==> src/rtl/rank_writeback_if.sv <==
// AXI write-channel bundle (aw/w/b) between rank_writeback and memory.
// master = write issuer, slave = memory side.
interface rank_writeback_if #(
  parameter int DATA_W = 512
);
  logic [15:0]         awid_m;
  logic [63:0]         awaddr_m;
  logic [7:0]          awlen_m;
  logic [2:0]          awsize_m;
  logic                awvalid_m;
  logic                awready_m;
  logic [15:0]         wid_m;
  logic [DATA_W-1:0]   wdata_m;
  logic [DATA_W/8-1:0] wstrb_m;
  logic                wlast_m;
  logic                wvalid_m;
  logic                wready_m;
  logic [15:0]         bid_m;
  logic [1:0]          bresp_m;
  logic                bvalid_m;
  logic                bready_m;

  modport master (
    output awid_m, awaddr_m, awlen_m,
    output awsize_m, awvalid_m,
    input  awready_m,
    output wid_m, wdata_m, wstrb_m,
    output wlast_m, wvalid_m,
    input  wready_m,
    input  bid_m, bresp_m, bvalid_m,
    output bready_m
  );

  modport slave (
    input  awid_m, awaddr_m, awlen_m,
    input  awsize_m, awvalid_m,
    output awready_m,
    input  wid_m, wdata_m, wstrb_m,
    input  wlast_m, wvalid_m,
    output wready_m,
    output bid_m, bresp_m, bvalid_m,
    input  bready_m
  );
endinterface

==> src/rtl/rank_writeback.sv <==
// Packs 64-bit rank words into 512-bit lines and writes each line
// as a single-beat AXI burst, tracking outstanding B responses.
module rank_writeback #(
  parameter int AXI_ID          = 2,
  parameter int DATA_W          = 512,
  parameter int WORD_W          = 64,
  parameter int MAX_OUTSTANDING = 8
) (
  input  logic              clk,
  input  logic              rst,
  input  logic              start,
  input  logic [63:0]       base_addr,
  input  logic [63:0]       n_words,
  input  logic              in_valid,
  input  logic [WORD_W-1:0] in_data,
  output logic              in_ready,
  rank_writeback_if.master  axi,
  output logic              busy,
  output logic              done,
  output logic              err
);

  localparam int LANES = DATA_W / WORD_W;
  localparam int SW    = $clog2(LANES);
  localparam int LW    = SW + 1;
  localparam int OW    = $clog2(MAX_OUTSTANDING + 1);
  localparam int BW    = WORD_W / 8;

  typedef enum logic [1:0] {
    IDLE,
    FILL,
    ISSUE,
    DRAIN
  } state_t;

  state_t state;
  state_t state_nx;

  logic [63:0]       addr;
  logic [63:0]       remaining;
  logic [LW-1:0]     lane;
  logic [DATA_W-1:0] line;
  logic [DATA_W/8-1:0] strb;
  logic              aw_done;
  logic              w_done;
  logic [OW-1:0]     outstanding;

  logic          aw_valid;
  logic          w_valid;
  logic          in_hs;
  logic          aw_hs;
  logic          w_hs;
  logic          b_hit;
  logic          line_end;
  logic          take;
  logic          drained;
  logic [SW-1:0] slot;

  assign slot  = lane[SW-1:0];
  assign in_hs = in_valid & in_ready;
  assign aw_hs = aw_valid & axi.awready_m;
  assign w_hs  = w_valid & axi.wready_m;
  assign take  = (state == IDLE) & start;

  // Late responses after a reset find outstanding == 0 and are dropped.
  assign b_hit = axi.bvalid_m
               & (axi.bid_m == 16'(AXI_ID))
               & (outstanding != '0);

  assign line_end = (aw_done | aw_hs) & (w_done | w_hs);
  assign drained  = (outstanding == '0);

  always_ff @(posedge clk) begin
    if (rst) state <= IDLE;
    else     state <= state_nx;
  end

  always_comb begin
    state_nx = state;
    in_ready = 1'b0;
    aw_valid = 1'b0;
    w_valid  = 1'b0;
    unique case (state)
      IDLE: begin
        if (start)
          state_nx = (n_words == '0) ? DRAIN : FILL;
      end
      FILL: begin
        if (lane == LW'(LANES) || remaining == '0)
          state_nx = ISSUE;
        else
          in_ready = 1'b1;
      end
      ISSUE: begin
        aw_valid = ~aw_done
                 & (outstanding != OW'(MAX_OUTSTANDING));
        w_valid  = ~w_done;
        if (line_end)
          state_nx = (remaining != '0) ? FILL : DRAIN;
      end
      DRAIN: begin
        if (drained) state_nx = IDLE;
      end
      default: state_nx = IDLE;
    endcase
  end

  always_ff @(posedge clk) begin
    if (rst) begin
      addr      <= '0;
      remaining <= '0;
      lane      <= '0;
      line      <= '0;
      strb      <= '0;
      aw_done   <= 1'b0;
      w_done    <= 1'b0;
    end else begin
      if (take) begin
        addr      <= base_addr;
        remaining <= n_words;
      end
      if (in_hs) begin
        line[slot*WORD_W +: WORD_W] <= in_data;
        strb[slot*BW +: BW]         <= '1;
        lane      <= lane + 1'b1;
        remaining <= remaining - 1'b1;
      end
      if (state == ISSUE) begin
        if (aw_hs) aw_done <= 1'b1;
        if (w_hs)  w_done  <= 1'b1;
        if (line_end) begin
          addr    <= addr + 64'd64;
          lane    <= '0;
          line    <= '0;
          strb    <= '0;
          aw_done <= 1'b0;
          w_done  <= 1'b0;
        end
      end
    end
  end

  always_ff @(posedge clk) begin
    if (rst) begin
      outstanding <= '0;
    end else begin
      unique case ({aw_hs, b_hit})
        2'b10:   outstanding <= outstanding + 1'b1;
        2'b01:   outstanding <= outstanding - 1'b1;
        default: outstanding <= outstanding;
      endcase
    end
  end

  always_ff @(posedge clk) begin
    if (rst) begin
      busy <= 1'b0;
      done <= 1'b0;
      err  <= 1'b0;
    end else begin
      done <= (state == DRAIN) & drained;
      if (take)
        busy <= 1'b1;
      else if (state == DRAIN && drained)
        busy <= 1'b0;
      if (take)
        err <= 1'b0;
      else if (b_hit && axi.bresp_m != 2'b00)
        err <= 1'b1;
    end
  end

  assign axi.awid_m    = 16'(AXI_ID);
  assign axi.awaddr_m  = addr;
  assign axi.awlen_m   = 8'd0;
  assign axi.awsize_m  = 3'b110;
  assign axi.awvalid_m = aw_valid;
  assign axi.wid_m     = 16'(AXI_ID);
  assign axi.wdata_m   = line;
  assign axi.wstrb_m   = strb;
  assign axi.wlast_m   = w_valid;
  assign axi.wvalid_m  = w_valid;
  assign axi.bready_m  = 1'b1;

endmodule

==> src/flat_wrapper.sv <==
// flat-port wrapper written by rule: the top's interface ports become plain ports
module rank_writeback_flat 
#(
  parameter int AXI_ID          = 2,
  parameter int DATA_W          = 512,
  parameter int WORD_W          = 64,
  parameter int MAX_OUTSTANDING = 8
)
  (clk, rst, start, base_addr, n_words, in_valid, in_data, in_ready, busy, done, err, axi_awid_m, axi_awaddr_m, axi_awlen_m, axi_awsize_m, axi_awvalid_m, axi_awready_m, axi_wid_m, axi_wdata_m, axi_wstrb_m, axi_wlast_m, axi_wvalid_m, axi_wready_m, axi_bid_m, axi_bresp_m, axi_bvalid_m, axi_bready_m);
  rank_writeback_if #(.DATA_W(DATA_W)) axi_i ();
  input  logic clk;
  input  logic rst;
  input  logic start;
  input  logic [63:0] base_addr;
  input  logic [63:0] n_words;
  input  logic in_valid;
  input  logic [WORD_W-1:0] in_data;
  output logic in_ready;
  output logic busy;
  output logic done;
  output logic err;
  output wire logic [$bits(axi_i.awid_m)-1:0] axi_awid_m;
  output wire logic [$bits(axi_i.awaddr_m)-1:0] axi_awaddr_m;
  output wire logic [$bits(axi_i.awlen_m)-1:0] axi_awlen_m;
  output wire logic [$bits(axi_i.awsize_m)-1:0] axi_awsize_m;
  output wire logic [$bits(axi_i.awvalid_m)-1:0] axi_awvalid_m;
  input wire logic [$bits(axi_i.awready_m)-1:0] axi_awready_m;
  output wire logic [$bits(axi_i.wid_m)-1:0] axi_wid_m;
  output wire logic [$bits(axi_i.wdata_m)-1:0] axi_wdata_m;
  output wire logic [$bits(axi_i.wstrb_m)-1:0] axi_wstrb_m;
  output wire logic [$bits(axi_i.wlast_m)-1:0] axi_wlast_m;
  output wire logic [$bits(axi_i.wvalid_m)-1:0] axi_wvalid_m;
  input wire logic [$bits(axi_i.wready_m)-1:0] axi_wready_m;
  input wire logic [$bits(axi_i.bid_m)-1:0] axi_bid_m;
  input wire logic [$bits(axi_i.bresp_m)-1:0] axi_bresp_m;
  input wire logic [$bits(axi_i.bvalid_m)-1:0] axi_bvalid_m;
  output wire logic [$bits(axi_i.bready_m)-1:0] axi_bready_m;
  assign axi_awid_m = axi_i.awid_m;
  assign axi_awaddr_m = axi_i.awaddr_m;
  assign axi_awlen_m = axi_i.awlen_m;
  assign axi_awsize_m = axi_i.awsize_m;
  assign axi_awvalid_m = axi_i.awvalid_m;
  assign axi_i.awready_m = axi_awready_m;
  assign axi_wid_m = axi_i.wid_m;
  assign axi_wdata_m = axi_i.wdata_m;
  assign axi_wstrb_m = axi_i.wstrb_m;
  assign axi_wlast_m = axi_i.wlast_m;
  assign axi_wvalid_m = axi_i.wvalid_m;
  assign axi_i.wready_m = axi_wready_m;
  assign axi_i.bid_m = axi_bid_m;
  assign axi_i.bresp_m = axi_bresp_m;
  assign axi_i.bvalid_m = axi_bvalid_m;
  assign axi_bready_m = axi_i.bready_m;
  rank_writeback #(.AXI_ID(AXI_ID), .DATA_W(DATA_W), .WORD_W(WORD_W), .MAX_OUTSTANDING(MAX_OUTSTANDING)) u_core (.clk(clk), .rst(rst), .start(start), .base_addr(base_addr), .n_words(n_words), .in_valid(in_valid), .in_data(in_data), .in_ready(in_ready), .axi(axi_i), .busy(busy), .done(done), .err(err));
endmodule
==> config.mk <==
export PLATFORM = sky130hd
export DESIGN_NAME = rank_writeback_flat
export DESIGN_NICKNAME = d
export VERILOG_FILES = /design/src/rtl/rank_writeback_if.sv /design/src/rtl/rank_writeback.sv /design/src/flat_wrapper.sv
export SDC_FILE = /design/constraint.sdc
export NUM_CORES = 2
export LEC_CHECK = 0
export ABC_AREA = 1
export CAP_MARGIN = 5
export CORE_AREA = 4 4 350 352
export DETAILED_ROUTE_END_ITERATION = 16
export DIE_AREA = 0 0 354 356
export SLEW_MARGIN = 20
export SYNTH_ARGS = -nofsm -noshare
export SYNTH_HDL_FRONTEND = slang
export SYNTH_SLANG_ARGS = --single-unit
==> constraint.sdc <==
create_clock -name clk -period 3 [get_ports clk]
set_clock_uncertainty 0.15 [all_clocks]
set_input_delay 0.3 -clock clk [delete_from_list [all_inputs] [get_ports clk]]
set_output_delay 0.3 -clock clk [all_outputs]
set_load 0.02 [all_outputs]
==> impl_table.tex <==
\begin{tabular}{lr}
\hline
Metric & Value \\
\hline
\multicolumn{2}{l}{\textbf{Layout}} \\
Post-layout nets & 5541 \\
Filler cell count in the final layout & approximately 12000 \\
Area grow syn2layout & 43.4\% \\
Area of combinational cells with multiple inputs & approximately 15000 um2 \\
Finished Layout Cells & 6996 \\
Share of cells above drive strength 1 & 5.93\% \\
Register area & 14400 um2 \\
End-of-flow core utilization & a little under two fifths \\
\multicolumn{2}{l}{\textbf{Power}} \\
Power density cells & 632 nW/um2 \\
Switching share of total power & between 30 and 40\% \\
Worst voltage drop across the vdd grid & 426 uV \\
Leakage power & 19.1 nW \\
Portion of total power attributed to the clock network & 38.1\% \\
Switching component of the power & approximately 9.6 mW \\
Relative contribution of sequential cells to total power & between 30\% and 40\% \\
Pint & 18.8 mW \\
Fraction of power consumed by combinational cells & approximately 24\% \\
\multicolumn{2}{l}{\textbf{STA}} \\
Final Max Tran Viols & 0 \\
Slew at the pin closest to its max-slew limit & 0.897 ns \\
Number of endpoints failing setup at the final stage & 0 \\
Minimum period implied by the final worst setup slack & $\sim$2.9 ns \\
Tcrit/Tclk final & 95.6\% \\
Number of hold violations in the final report & 0 \\
Max-slew headroom at the worst pin & 40.0\% \\
Unrepaired setup endpoints after global routing & false \\
Achievable clock frequency & about 350 MHz \\
\multicolumn{2}{l}{\textbf{Global route}} \\
First-pass GRT wire length & 219 mm \\
Maximum number of pins on one net before global-route repair & $\sim$120 \\
Remaining global-route overflow & 0 \\
All-Layer GR Usage & roughly 23\% \\
Number of global-route vias before repair & 31300 \\
Number of antenna violations at the first check in global routing & 17 \\
\multicolumn{2}{l}{\textbf{Status}} \\
Result of the run & completed \\
\multicolumn{2}{l}{\textbf{CTS}} \\
Clock-pin slew reported for the worst setup and hold paths after clock tree synthesis & 0.06 ns \\
Buffers from clock root to sink, at most & 3 \\
Clk\_lat worst skew & 0.67 ns \\
Count of clock tree sinks & 719 \\
Number of buffers created by CTS & 85 \\
H-tree lvl count & 3 \\
Clock tree from TritonCTS & yes \\
Library cell used as clock root buffer & sky130\_fd\_sc\_hd\_\_clkbuf\_16 \\
CTS hold repair buffers & 0 \\
\multicolumn{2}{l}{\textbf{Floorplanning}} \\
Horiz. Die Dim & around 350 um \\
Chip height & 356 um \\
Number of placed I/O pins & 908 \\
Cell row count & 127 \\
CORE AREA & 119000 um2 \\
Die area & 126000 um2 \\
Initial core utilization & 26.2\% \\
\multicolumn{2}{l}{\textbf{Worst setup path}} \\
Depth of the worst register-to-register path & 12 \\
Critical path type & flop to flop \\
Type of element capturing the critical path & flop \\
End of the worst register-to-register path & u\_core.axi.wdata\_m[189] \\
Data required time at the worst endpoint & roughly 3.4 ns \\
Worst reg-to-reg setup slack & 0.13 ns \\
Maximum fanout along the worst path & between 70 and 80 \\
Worst reg2reg path startpoint & u\_core.remaining[33] \\
Worst endpoint data arrival time & about 3.3 ns \\
Worst Setup Start Kind & flop \\
\multicolumn{2}{l}{\textbf{Placed design}} \\
Post-placement cell count & 6833 \\
Port-buffer cells & 863 \\
GP Congestion & 0.960 \\
Placed wire-length estimate & 111 mm \\
\multicolumn{2}{l}{\textbf{Synthesis}} \\
Area fraction of the dominant cell type after synthesis & between 40\% and 50\% \\
Leading register cell type out of synthesis & sky130\_fd\_sc\_hd\_\_dfxtp\_1 \\
Number of distinct library cell variants in the gate-level netlist after synthesis & between 40 and 50 \\
Async set-reset flop share out of synthesis & 0\% \\
Mapped cell area & 31300 um2 \\
Biggest area consumer among synthesized cells & sky130\_fd\_sc\_hd\_\_dfxtp\_1 \\
Dominant cell by count in the synthesized netlist & sky130\_fd\_sc\_hd\_\_nor2\_1 \\
Cell types with the largest area share after synthesis & sky130\_fd\_sc\_hd\_\_dfxtp\_1 (46\%), sky130\_fd\_sc\_hd\_\_nor2\_1 (15\%), sky130\_fd\_sc\_hd\_\_o21ai\_0 (10\%) \\
Post-Synthesis Cells & 4504 \\
Number of flops mapped to enable cells by yosys & 0 \\
Synth Register Bits & 719 \\
Commonest cells in the synthesized netlist & sky130\_fd\_sc\_hd\_\_nor2\_1 (1283), sky130\_fd\_sc\_hd\_\_dfxtp\_1 (719), sky130\_fd\_sc\_hd\_\_nand2\_1 (678) \\
Fraction of the yosys area taken by sequential cells & 46.0\% \\
Average size of a mapped cell & approximately 6.9 um2 \\
Yosys warning count & 0 \\
\multicolumn{2}{l}{\textbf{Drt}} \\
Vias per cell & around 4.7 \\
Number of remaining DRC errors & 0 \\
Routed length per placed instance & $\sim$22 um \\
Wire length after detailed routing & $\sim$150 mm \\
Initial DRC Count & 2556 \\
First-pass iteration count of the detailed router & 6 \\
Number of nets with antenna violations after detailed routing & 0 \\
DR vias & 33100 \\
\multicolumn{2}{l}{\textbf{Flow run}} \\
Number of maximum-capacitance constraint violations & 0 \\
\multicolumn{2}{l}{\textbf{Worst hold path}} \\
Worst min-delay path startpoint & rst \\
Number of instances on the worst hold path & 3 \\
Worst-case hold path end point & u\_core.axi.awaddr\_m[40] \\
Type of the worst min-delay path & primary input to flop \\
\hline
\end{tabular}
==> metrics by stage <==
step	setup TNS (ns)	total power, mW	setup slack, ns	hold slack (ns)	cell area, um2
after floorplan	0	14.7	0.548	0.285	31400
after global placement	-3.59	17.6	-0.216	0.297	41900
after CTS	0	28.5	0.0531	0.0211	44800
after detailed placement	-0.00288	17.7	-0.00288	0.302	41900
after global routing	0	29.6	0.0104	0.0494	44900
final	0	28.3	0.131	0.0432	44900
==> power groups by stage <==
stage,registers [mW],logic (mW),clock network [mW]
2_1_floorplan,11.1,3.55,0
3_3_place_gp,10.8,6.81,0
3_5_place_dp,10.8,6.83,0
4_1_cts,10.6,6.86,11.0
5_1_grt,10.7,7.51,11.4
6_report,10.7,6.88,10.8
==> worst max path at each step <==
stage	start	end	cells past startpoint
floorplan	u_core.lane[0]	u_core.axi.wdata_m[11]	11
detailed placement	axi_bid_m[3]	u_core.outstanding[3]	15
CTS	u_core.remaining[1]	u_core.axi.wdata_m[246]	11
global route	u_core.outstanding[1]	u_core.axi.wdata_m[388]	10
global placement	u_core.lane[0]	u_core.axi.wdata_m[501]	11
finish	u_core.remaining[33]	u_core.axi.wdata_m[189]	12
==> routing by layer <==
layer	track usage [%]	up-vias	part of all wire, %
met5	0	-	0
met2	38.7	1386	47
li1	-	15900	-
met1	28.7	15600	41
met4	8.25	0	3.4
met3	5.95	218	8.6
==> repair_timing <==
action | in CTS | in global routing
cloned | 0 | 1
gates resized for setup | 3 | 3
setup endpoints to repair | 2 | 157
endpoints found under the hold margin | 0 | 0
setup buffers | 0 | 5
pin swaps | 0 | 2
==> kinds of logic (layout without fill, tap and decap cells) <==
group	count (synthesis)	in the layout	share of synthesized area (%)
flip-flops	719	719	46.0
adder cells (fa/ha/maj)	10	10	0.424
other	2	50	0.0240
buffers and inverters	578	1409	8.29
AO/OA/AOI/OAI	875	875	14.6
XOR/XNOR	56	56	1.57
AND/OR/NAND/NOR	2264	2265	29.1
==> area by class of cell <==
cell class	instances	share of cell area [%]
Sequential cell	719	32.1
Inverter	253	2.16
Antenna cell	6	0.0335
Clock buffer	121	5.45
Clock inverter	30	0.974
Tap cell	1612	4.50
Multi-Input combinational cell	3250	32.4
Timing Repair Buffer	1005	22.4
==> critical path, cell delays in order, from the launching register on <==
cell                      delay, ns
sky130_fd_sc_hd__dfxtp_1       0.35
sky130_fd_sc_hd__nor2_1        0.25
sky130_fd_sc_hd__nand2_1       0.13
sky130_fd_sc_hd__nor2_1        0.15
sky130_fd_sc_hd__nand2_1       0.11
sky130_fd_sc_hd__nor2_4        0.17
sky130_fd_sc_hd__nand3_2       0.13
sky130_fd_sc_hd__nand3_4       0.25
sky130_fd_sc_hd__buf_4         0.27
sky130_fd_sc_hd__nor2_4        0.06
sky130_fd_sc_hd__buf_6         0.23
sky130_fd_sc_hd__o21ai_0       0.30
sky130_fd_sc_hd__nor2_1        0.06
==> layout by cell type (no fill, tap or decap), types with 4 or more instances in the layout <==
cell,synthesis,final
sky130_fd_sc_hd__a21oi_1,152,152
sky130_fd_sc_hd__a31oi_1,7,7
sky130_fd_sc_hd__buf_12,1,28
sky130_fd_sc_hd__buf_4,60,112
sky130_fd_sc_hd__bufinv_16,0,6
sky130_fd_sc_hd__clkbuf_1,162,18
sky130_fd_sc_hd__clkbuf_16,0,85
sky130_fd_sc_hd__clkbuf_8,0,18
sky130_fd_sc_hd__clkdlybuf4s50_1,0,861
sky130_fd_sc_hd__clkinv_2,2,12
sky130_fd_sc_hd__conb_1,2,44
sky130_fd_sc_hd__dfxtp_1,719,718
sky130_fd_sc_hd__diode_2,0,6
sky130_fd_sc_hd__ha_1,9,8
sky130_fd_sc_hd__inv_1,239,238
sky130_fd_sc_hd__inv_16,0,4
sky130_fd_sc_hd__inv_2,9,6
sky130_fd_sc_hd__nand2_1,678,677
sky130_fd_sc_hd__nand3_1,147,147
sky130_fd_sc_hd__nand3b_1,23,23
sky130_fd_sc_hd__nand4_1,42,42
sky130_fd_sc_hd__nor2_1,1283,1280
sky130_fd_sc_hd__nor2_2,10,9
sky130_fd_sc_hd__nor2_4,3,8
sky130_fd_sc_hd__nor3_1,54,54
sky130_fd_sc_hd__nor4_1,10,10
sky130_fd_sc_hd__o21a_1,65,65
sky130_fd_sc_hd__o21ai_0,622,622
sky130_fd_sc_hd__o21ai_1,23,23
sky130_fd_sc_hd__xnor2_1,11,11
sky130_fd_sc_hd__xor2_1,45,45
==> sequential cells by signal (all words and copies together) (netlist names) <==
register	flops
u_core.aw_done	1
u_core.axi.awaddr_m	64
u_core.axi.wdata_m	512
u_core.axi.wstrb_m	64
u_core.busy	1
u_core.done	1
u_core.err	1
u_core.lane	4
u_core.outstanding	4
u_core.remaining	64
u_core.state	2
u_core.w_done	1
Power figures use the tool's default switching activity.
